File: src/rtl/fb_tx_sequencer.sv
// rtl/fb_tx_sequencer.sv - FREEDM bus master transmit-frame sequencer
//
// Purpose: one-hot frame state machine that steps a tx frame through
//   preamble, SoC, slave count, distance, delay, delay-distance, N slave
//   slots (data + slot CRC) and the frame CRC. It drives the state flags
//   used by the tx nibble counters and follows their end-of-field feedback.
//   It also provides the start/done/abort handshake and an inter-frame gap.
//
// Build option: FB_TXSEQ_IFG_EN
//   defined   - an 8-bit gap counter holds off a new start until IFG_NIB Idle
//               cycles have passed
//   undefined - a start is accepted in any Idle cycle
//
// Parameters:
//   IFG_NIB           minimum Idle cycles between frames (1..255)
// Ports:
//   MTxClk            tx nibble clock
//   Reset             asynchronous active-high reset
//   TxStartFrm        start request level, held until TxStartAck
//   TxAbort           abort request, honoured in any non-Idle state
//   SlaveCount[3:0]   slave slots per frame, 0 means 1 (latched at start)
//   SlotNibbles[15:0] data nibbles per slot, bit 0 ignored, 0/1 means 2
//   PreambleStateEnd  last preamble cycle
//   CrcStateEnd       last slot CRC cycle
//   FrmCrcStateEnd    last frame CRC cycle
//   NibCnt[15:0]      data nibble count within the current slot
//   State*            one-hot state flags; the 2-bit ones are low/high nibble
//   StartData[1:0]    [0] cycle before each slot's Data[0], [1] = StateData[0]
//   SlotIdx[3:0]      current slave slot
//   TxStartAck        first Preamble cycle
//   TxDone            first Idle cycle after a completed frame
//   TxAborted         first Idle cycle after an abort

module fb_tx_sequencer #(
   parameter int IFG_NIB = 24
) (
   input  logic        MTxClk,
   input  logic        Reset,
   input  logic        TxStartFrm,
   input  logic        TxAbort,
   input  logic [3:0]  SlaveCount,
   input  logic [15:0] SlotNibbles,
   input  logic        PreambleStateEnd,
   input  logic        CrcStateEnd,
   input  logic        FrmCrcStateEnd,
   input  logic [15:0] NibCnt,
   output logic        StateIdle,
   output logic        StatePreamble,
   output logic        StateSoC,
   output logic        StateNumb,
   output logic [1:0]  StateDist,
   output logic        StateDelay,
   output logic [1:0]  StateDelayDist,
   output logic [1:0]  StateData,
   output logic        StateCrc,
   output logic        StateFrmCrc,
   output logic [1:0]  StartData,
   output logic [3:0]  SlotIdx,
   output logic        TxStartAck,
   output logic        TxDone,
   output logic        TxAborted
);

   localparam int S_IDLE   = 0;
   localparam int S_PRE    = 1;
   localparam int S_SOC    = 2;
   localparam int S_NUMB   = 3;
   localparam int S_DIST0  = 4;
   localparam int S_DIST1  = 5;
   localparam int S_DELAY  = 6;
   localparam int S_DD0    = 7;
   localparam int S_DD1    = 8;
   localparam int S_DATA0  = 9;
   localparam int S_DATA1  = 10;
   localparam int S_CRC    = 11;
   localparam int S_FCRC   = 12;
   localparam int NST      = 13;

   localparam logic [NST-1:0] IDLE_VEC = {{(NST-1){1'b0}}, 1'b1};

   logic [NST-1:0] state;
   logic [NST-1:0] nextState;
   logic [3:0]     slaveCountLat;
   logic [15:0]    slotNibLat;
   logic [3:0]     slaveCountEff;
   logic [15:0]    slotNibEven;
   logic [15:0]    slotNibEff;
   logic           gapOk;
   logic           startAccept;
   logic           lastSlot;
   logic           lastNib;
   logic           crcToData;
   logic           abortReq;

   // Normalise configuration at the moment it is latched so the running
   // frame never sees a zero slot count or an odd/short slot.
   always_comb begin
      slaveCountEff = (SlaveCount == 4'd0) ? 4'd1 : SlaveCount;
      slotNibEven   = SlotNibbles & 16'hFFFE;
      slotNibEff    = (slotNibEven == 16'd0) ? 16'd2 : slotNibEven;
   end

   assign abortReq    = ~state[S_IDLE] & TxAbort;
   assign startAccept = state[S_IDLE] & TxStartFrm & gapOk;
   assign lastSlot    = (SlotIdx == slaveCountLat - 4'd1);
   assign lastNib     = (NibCnt == slotNibLat - 16'd1);
   assign crcToData   = state[S_CRC] & CrcStateEnd & ~lastSlot;

`ifdef FB_TXSEQ_IFG_EN
   localparam logic [7:0] IFG_VAL = IFG_NIB[7:0];

   logic [7:0] gapCnt;

   // Starts from IFG_VAL after reset so the first frame needs no gap.
   always_ff @(posedge MTxClk or posedge Reset) begin
      if (Reset) begin
         gapCnt <= IFG_VAL;
      end else if (~state[S_IDLE] & nextState[S_IDLE]) begin
         gapCnt <= 8'd0;
      end else if (state[S_IDLE] && (gapCnt != IFG_VAL)) begin
         gapCnt <= gapCnt + 8'd1;
      end
   end

   assign gapOk = (gapCnt == IFG_VAL);
`else
   assign gapOk = 1'b1;
`endif

   // State register
   always_ff @(posedge MTxClk or posedge Reset) begin
      if (Reset) begin
         state <= IDLE_VEC;
      end else begin
         state <= nextState;
      end
   end

   // Next-state logic; abort outranks every field transition.
   always_comb begin
      nextState = '0;
      if (state[S_IDLE]) begin
         if (startAccept) nextState[S_PRE]  = 1'b1;
         else             nextState[S_IDLE] = 1'b1;
      end else if (TxAbort) begin
         nextState[S_IDLE] = 1'b1;
      end else if (state[S_PRE]) begin
         if (PreambleStateEnd) nextState[S_SOC] = 1'b1;
         else                  nextState[S_PRE] = 1'b1;
      end else if (state[S_SOC]) begin
         nextState[S_NUMB] = 1'b1;
      end else if (state[S_NUMB]) begin
         nextState[S_DIST0] = 1'b1;
      end else if (state[S_DIST0]) begin
         nextState[S_DIST1] = 1'b1;
      end else if (state[S_DIST1]) begin
         nextState[S_DELAY] = 1'b1;
      end else if (state[S_DELAY]) begin
         nextState[S_DD0] = 1'b1;
      end else if (state[S_DD0]) begin
         nextState[S_DD1] = 1'b1;
      end else if (state[S_DD1]) begin
         nextState[S_DATA0] = 1'b1;
      end else if (state[S_DATA0]) begin
         nextState[S_DATA1] = 1'b1;
      end else if (state[S_DATA1]) begin
         if (lastNib) nextState[S_CRC]   = 1'b1;
         else         nextState[S_DATA0] = 1'b1;
      end else if (state[S_CRC]) begin
         if (!CrcStateEnd)  nextState[S_CRC]   = 1'b1;
         else if (lastSlot) nextState[S_FCRC]  = 1'b1;
         else               nextState[S_DATA0] = 1'b1;
      end else if (state[S_FCRC]) begin
         if (FrmCrcStateEnd) nextState[S_IDLE] = 1'b1;
         else                nextState[S_FCRC] = 1'b1;
      end else begin
         // Not a legal one-hot code: fall back to Idle.
         nextState[S_IDLE] = 1'b1;
      end
   end

   // Output decode
   always_comb begin
      StateIdle      = state[S_IDLE];
      StatePreamble  = state[S_PRE];
      StateSoC       = state[S_SOC];
      StateNumb      = state[S_NUMB];
      StateDist      = {state[S_DIST1], state[S_DIST0]};
      StateDelay     = state[S_DELAY];
      StateDelayDist = {state[S_DD1], state[S_DD0]};
      StateData      = {state[S_DATA1], state[S_DATA0]};
      StateCrc       = state[S_CRC];
      StateFrmCrc    = state[S_FCRC];
      StartData      = {state[S_DATA0], state[S_DD1] | crcToData};
   end

   // Latched configuration, slot index and handshake pulses
   always_ff @(posedge MTxClk or posedge Reset) begin
      if (Reset) begin
         slaveCountLat <= 4'd0;
         slotNibLat    <= 16'd0;
         SlotIdx       <= 4'd0;
         TxStartAck    <= 1'b0;
         TxDone        <= 1'b0;
         TxAborted     <= 1'b0;
      end else begin
         TxStartAck <= startAccept;
         TxDone     <= state[S_FCRC] & FrmCrcStateEnd & ~TxAbort;
         TxAborted  <= abortReq;
         if (startAccept) begin
            slaveCountLat <= slaveCountEff;
            slotNibLat    <= slotNibEff;
            SlotIdx       <= 4'd0;
         end else if (crcToData & ~TxAbort) begin
            SlotIdx <= SlotIdx + 4'd1;
         end
      end
   end

endmodule

File: config.mk
export PLATFORM = sky130hd
export DESIGN_NAME = fb_tx_sequencer
export DESIGN_NICKNAME = d
export VERILOG_FILES = /design/src/rtl/fb_tx_sequencer.sv
export SDC_FILE = /design/constraint.sdc
export NUM_CORES = 1
export LEC_CHECK = 0
export ABC_CLOCK_PERIOD_IN_PS = 2900
export CAP_MARGIN = 5
export CORE_AREA = 2 2 80 82
export CTS_CLUSTER_SIZE = 14
export DETAILED_ROUTE_END_ITERATION = 7
export DIE_AREA = 0 0 82 84
export PLACE_DENSITY = 0.65
export SKIP_LAST_GASP = 1
export SYNTH_ARGS = -nofsm -noshare
export SYNTH_HDL_FRONTEND = slang
export SYNTH_SLANG_ARGS = --single-unit
File: constraint.sdc
create_clock -name MTxClk -period 2.9 [get_ports MTxClk]
set_input_delay 0.725 -clock MTxClk [delete_from_list [all_inputs] [get_ports MTxClk]]
set_output_delay 0.725 -clock MTxClk [all_outputs]
set_load 0.01 [all_outputs]
### Word level (Yosys, flattened, before mapping)

Index checks and enable logic that the tools add are counted.

* register bits: 40
* word-level logic and storage cells: 85
* output and inout bits: 22
* input port bits: 43

* bitwise logic cells: 11
* multiplexer cells: 59
* reduce and logical (&&, ||, !) cells: 3
* $add $sub $neg: 3
* equal/unequal tests: 2

Operators with widths (number)
* 1-bit 2-to-1 mux: 42
* 16-bit == test: 1
* 16-bit zero test: 1
* 16-bit 2-to-1 mux: 1
* 4-bit 2-to-1 mux: 4
* 16-bit by 1-bit subtractor with 16-bit output (second input constant): 1
* 12-bit 2-to-1 mux: 1
* 11-bit 2-to-1 mux: 1
* 10-bit 2-to-1 mux: 1
* 9-bit 2-to-1 mux: 1
* 8-bit 2-to-1 mux: 1
* 1-bit bitwise AND: 7
* 7-bit 2-to-1 mux: 1
* 2-bit 2-to-1 mux: 3
* 6-bit 2-to-1 mux: 1
* 5-bit 2-to-1 mux: 1
* 4-bit by 1-bit adder with 4-bit output (second input constant): 1
* 4-bit == test: 1
* 4-bit zero test: 1
* 4-bit by 1-bit subtractor with 4-bit output (second input constant): 1
* 3-bit 2-to-1 mux: 1
* 1-bit inverter: 3
* 2-bit nonzero test: 1
* 1-bit OR: 1

### Longest topological paths before layout

* word-level depth: 17
* mapped depth: 8
* gate-level depth less buffers: 8

### Worst setup path before layout

No wires, ideal clock.

* kind: register -> register
* start: register slotNibLat[1]
* end: register state[9]
* arrival time: 2066 ps
* period minus slack after synthesis: 2192 ps
* library setup time: 126 ps
* slack: 708 ps
* required time: 2774 ps
* cell stages (with the launch flop): 9
* buffers on the path: 0
* cell sequence: dfrtp_1 -> inv_1 -> ha_1 -> or4b_1 -> nor3_2 -> o211ai_1 -> a221oi_2 -> nand4_1 -> o311a_1

* word-level cells in the longest chain between the ends: 15

RTL lines
* start, declared: line 84 `logic [15:0] slotNibLat;`
* start signal, assigned: line 212 `slotNibLat <= slotNibEff;`
* 16-bit by 1-bit subtractor with 16-bit output: line 106 `assign lastNib = (NibCnt == slotNibLat - 16'd1);`
* 16-bit == test: line 106
* 1-bit 2-to-1 mux: line 167 `if (lastNib) nextState[S_CRC] = 1'b1;`
* 1-bit 2-to-1 mux: line 166 `end else if (state[S_DATA1]) begin`
* 1-bit 2-to-1 mux: line 164 `end else if (state[S_DATA0]) begin`
* 1-bit 2-to-1 mux: line 162 `end else if (state[S_DD1]) begin`
* 4-bit 2-to-1 mux: line 160 `end else if (state[S_DD0]) begin`
* 5-bit 2-to-1 mux: line 158 `end else if (state[S_DELAY]) begin`
* 6-bit 2-to-1 mux: line 156 `end else if (state[S_DIST1]) begin`
* 7-bit 2-to-1 mux: line 154 `end else if (state[S_DIST0]) begin`
* 8-bit 2-to-1 mux: line 152 `end else if (state[S_NUMB]) begin`
* 9-bit 2-to-1 mux: line 150 `end else if (state[S_SOC]) begin`
* 10-bit 2-to-1 mux: line 147 `end else if (state[S_PRE]) begin`
* 12-bit 2-to-1 mux: line 145 `end else if (TxAbort) begin`
* 11-bit 2-to-1 mux: line 142 `if (state[S_IDLE]) begin`
* via nextState[9]: line 82 `logic [NST-1:0] nextState;`
* end signal, assigned: line 135 `state <= nextState;`
* end, declared: line 81 `logic [NST-1:0] state;`

The timed path passes the listed nets, and every way through them passes these cells.
A chain may end at the register's enable or synchronous reset.

### Worst setup path after layout

* start: register slaveCountLat[0]
* end: output StartData[0]

* word-level cells in the longest chain between the ends: 5

RTL lines
* start, declared: line 83 `logic [3:0] slaveCountLat;`
* start signal, assigned: line 211 `slaveCountLat <= slaveCountEff;`
* 4-bit by 1-bit subtractor with 4-bit output: line 105 `assign lastSlot = (SlotIdx == slaveCountLat - 4'd1);`
* 4-bit == test: line 105
* 1-bit inverter: line 107 `assign crcToData = state[S_CRC] & CrcStateEnd & ~lastSlot;`
* 1-bit bitwise AND: line 107
* 1-bit OR: line 194 `StartData = {state[S_DATA0], state[S_DD1] | crcToData};`
* end, declared: line 57 `output logic [1:0] StartData,`

No other way between the ends.

==> results.ini <==
[critical_path]
cp.required_ns = 2.17
cp_cell_sequence = inv_1, ha_1, xor2_1, nand2_1, or3_4, a21o_1, dlygate4sd2_1
worstSetupPathType = reg2out
start_kind = flop
end_kind = primary output
cpMaxStageDelayCell = or3_4
crit_fanout = 3
critPathArrivalTime_ns = 2.04
cpPeakStageDelay_ns = 0.40

[sta]
fmax_mhz = 361.9
fin_crit_sh_pct = 95.28
tns_ns = 0
worst_pin_slew_ns = 0.6271
finalCriticalPeriod_ns = 2.763
hold_viol_final = 0
setup_viol = 0
skew_ns = 0.005910
rsz0062_at_grt = false
relSlewSlack_pct = 57.81
slew_violations = 0

[logic_synthesis]
synthArstFlopShare_pct = 100.0
synth_edf_count = 0
postSynthCellCount = 249
netlist_area_mm2 = 0.002227
synthesis.nets = 295
synth_cell_types = 51
yosysWarningCount = 0
yosysSeqAreaShare_pct = 43.88
synthTopCellsByArea = dfrtp_1 43%, nand2_1 9.6%, xnor2_1 7.1%
ys.flop_type = dfrtp_1
synth_top_area_cell = dfrtp_1
synth_top_area_share_pct = 42.70
ys_seq_elements = 39
synth_area_per_cell_um2 = 8.944

[route]
first_pass_iters = 4
via_count = 1962
drtIter0Drc = 90
routed_via_density = 4.992
drcViolationCount = 0
wire_per_inst_um = 13.49
final_antenna_net_count = 0
wirelength_mm = 5.301

[run_status]
outcome = complete, no violations

[clock_network]
cts_hold_buf = 0
clock_path_buffers = 2
root_buffer = clkbuf_8
cts_sinks = 39
cts_made_buffers = 5
clkTransAtPathRegs_ns = 0.07
cts_tree = built
clk_latency_ns = 0.29
h-tree-depth = 2

[power_and_ir_drop]
peakVddDrop_uv = 269.1
p_leak_uw = 0.001302
p_per_area_mw_per_mm2 = 479.1

[layout]
fin_cells = 393
final_cell_mix = 62 x clkdlybuf4s50_1, 57 x nand2_1, 38 x dfrtp_1, 18 x xnor2_1, 16 x nor2_1
fin_nets = 361
final_cell_area_mm2 = 0.003034
final_layout_size_suffix_gt1_share_pct = 6.962
final_common_cell = clkdlybuf4s50_1
diodes = 0
syn2layout_area_growth_pct = 36.24

[place]
dp_hpwl_mm = 4.096
gp_congestion = 0.8181
port_buffers = 63
placed_cells = 384
place_area_mm2 = 0.002932

[global_routing]
grt_pass1_wl_mm = 8.811
grt_start_max_net_pins = 40
grt_remaining_overflow = 0
grt_pass1_vias = 1907
antenna_found_initial = 0
grtUsageTotal_pct = 16.59

[floorplan]
fp.dieH_um = 84
rows = 29
io_pins = 65
core_mm2 = 0.006096
start_util_pct = 36.54
die_x_um = 82
fp.dieArea_mm2 = 0.006888

[hold_path]
hp-class = reg2reg

[job]
cap_violations = 0

power by group:
group	internal [uW]	switching, uW
logic	206	205
registers	597	76.6
clock network	192	177
total	994	459
critical path: cells and delay by family, from the launching register on:
kind            cells  cell delay, ns
buf+inv             2            0.33
flops               1            0.35
simple gates        2            0.48
xor+xnor            1            0.13
fa+ha+maj           1            0.30
compound gates      1            0.17
metal layers:
layer	track usage (%)	share of wire, %	vias up
li1	-	-	999
met1	22.61	47	920
met2	26.02	48	35
met3	3.247	3.5	8
met4	5.758	1.6	0
met5	0	0	-
synthesized netlist by cell type, drive strengths merged, types with 3 or more instances:
cell    count
nor2       17
a31oi       4
nand2      57
nor4       10
xnor2      18
o21ai       9
and3        5
ha          3
xor2       10
o311a       3
nor3       13
inv         9
nand4       3
a21oi       4
nor4b       3
nand2b      3
or3         3
buf         7
dfrtp      38
o211ai      3
through the flow:
stage          hold slack (ns)  utilization (%)  setup slack, ns  power, uW
2_1_floorplan           0.4668                -           0.7078      948.9
3_3_place_gp            0.4680            48.09           0.1623       1081
3_5_place_dp            0.4768            48.09           0.1561       1088
4_1_cts                 0.4874            49.77           0.1254       1464
5_1_grt                 0.4965            49.77          0.03179       1549
6_report                0.4931            49.77           0.1368       1454
worst paths after layout:
check | startpoint | endpoint | slack, ns | cells after the start
hold reg to reg | state[6] | state[8] | 0.49 | 1
max in group asynchronous | Reset | state[0] | 1.70 | 3
min in group asynchronous | Reset | TxDone | 0.85 | 3
setup reg to reg | slotNibLat[1] | state[9] | 0.45 | 8
setup / recovery | slaveCountLat[0] | StartData[0] | 0.14 | 7
hold / removal | state[6] | state[8] | 0.49 | 1
timing repair:
| action | in CTS | in global routing |
|---|---|---|
| setup endpoints to repair | 1 | 0 |
| setup buffers | 1 | 0 |
| resized for setup | 2 | 0 |
cells by family (layout without fill, tap and decap cells):
group | Yosys count | after routing | share of synthesized area (%)
AOI/OAI and AO/OA | 32 | 32 | 10.28
xor gates and xnor gates | 28 | 28 | 11.01
adders and majority gates | 3 | 3 | 1.686
buffers and inverters | 19 | 86 | 4.044
DFF | 39 | 39 | 43.88
muxes | 1 | 1 | 0.4495
and+or+nand+nor | 127 | 127 | 28.65
state kept, by name (all words and copies together) (netlist names):
register and flops:
state 13, slotNibLat 15, SlotIdx 4, slaveCountLat 4, TxStartAck 1, TxDone 1, TxAborted 1
area by class of cell:
type                            count  area [um^2]
Tap cell                           77        96.34
Clock buffer                        7        86.33
Timing Repair Buffer               68        666.9
Fill cell                         591         3062
Inverter                           10        37.54
Clock inverter                      1        5.005
Sequential cell                    39        977.2
Multi-Input combinational cell    191         1165
(Power assumes the default switching activity.)
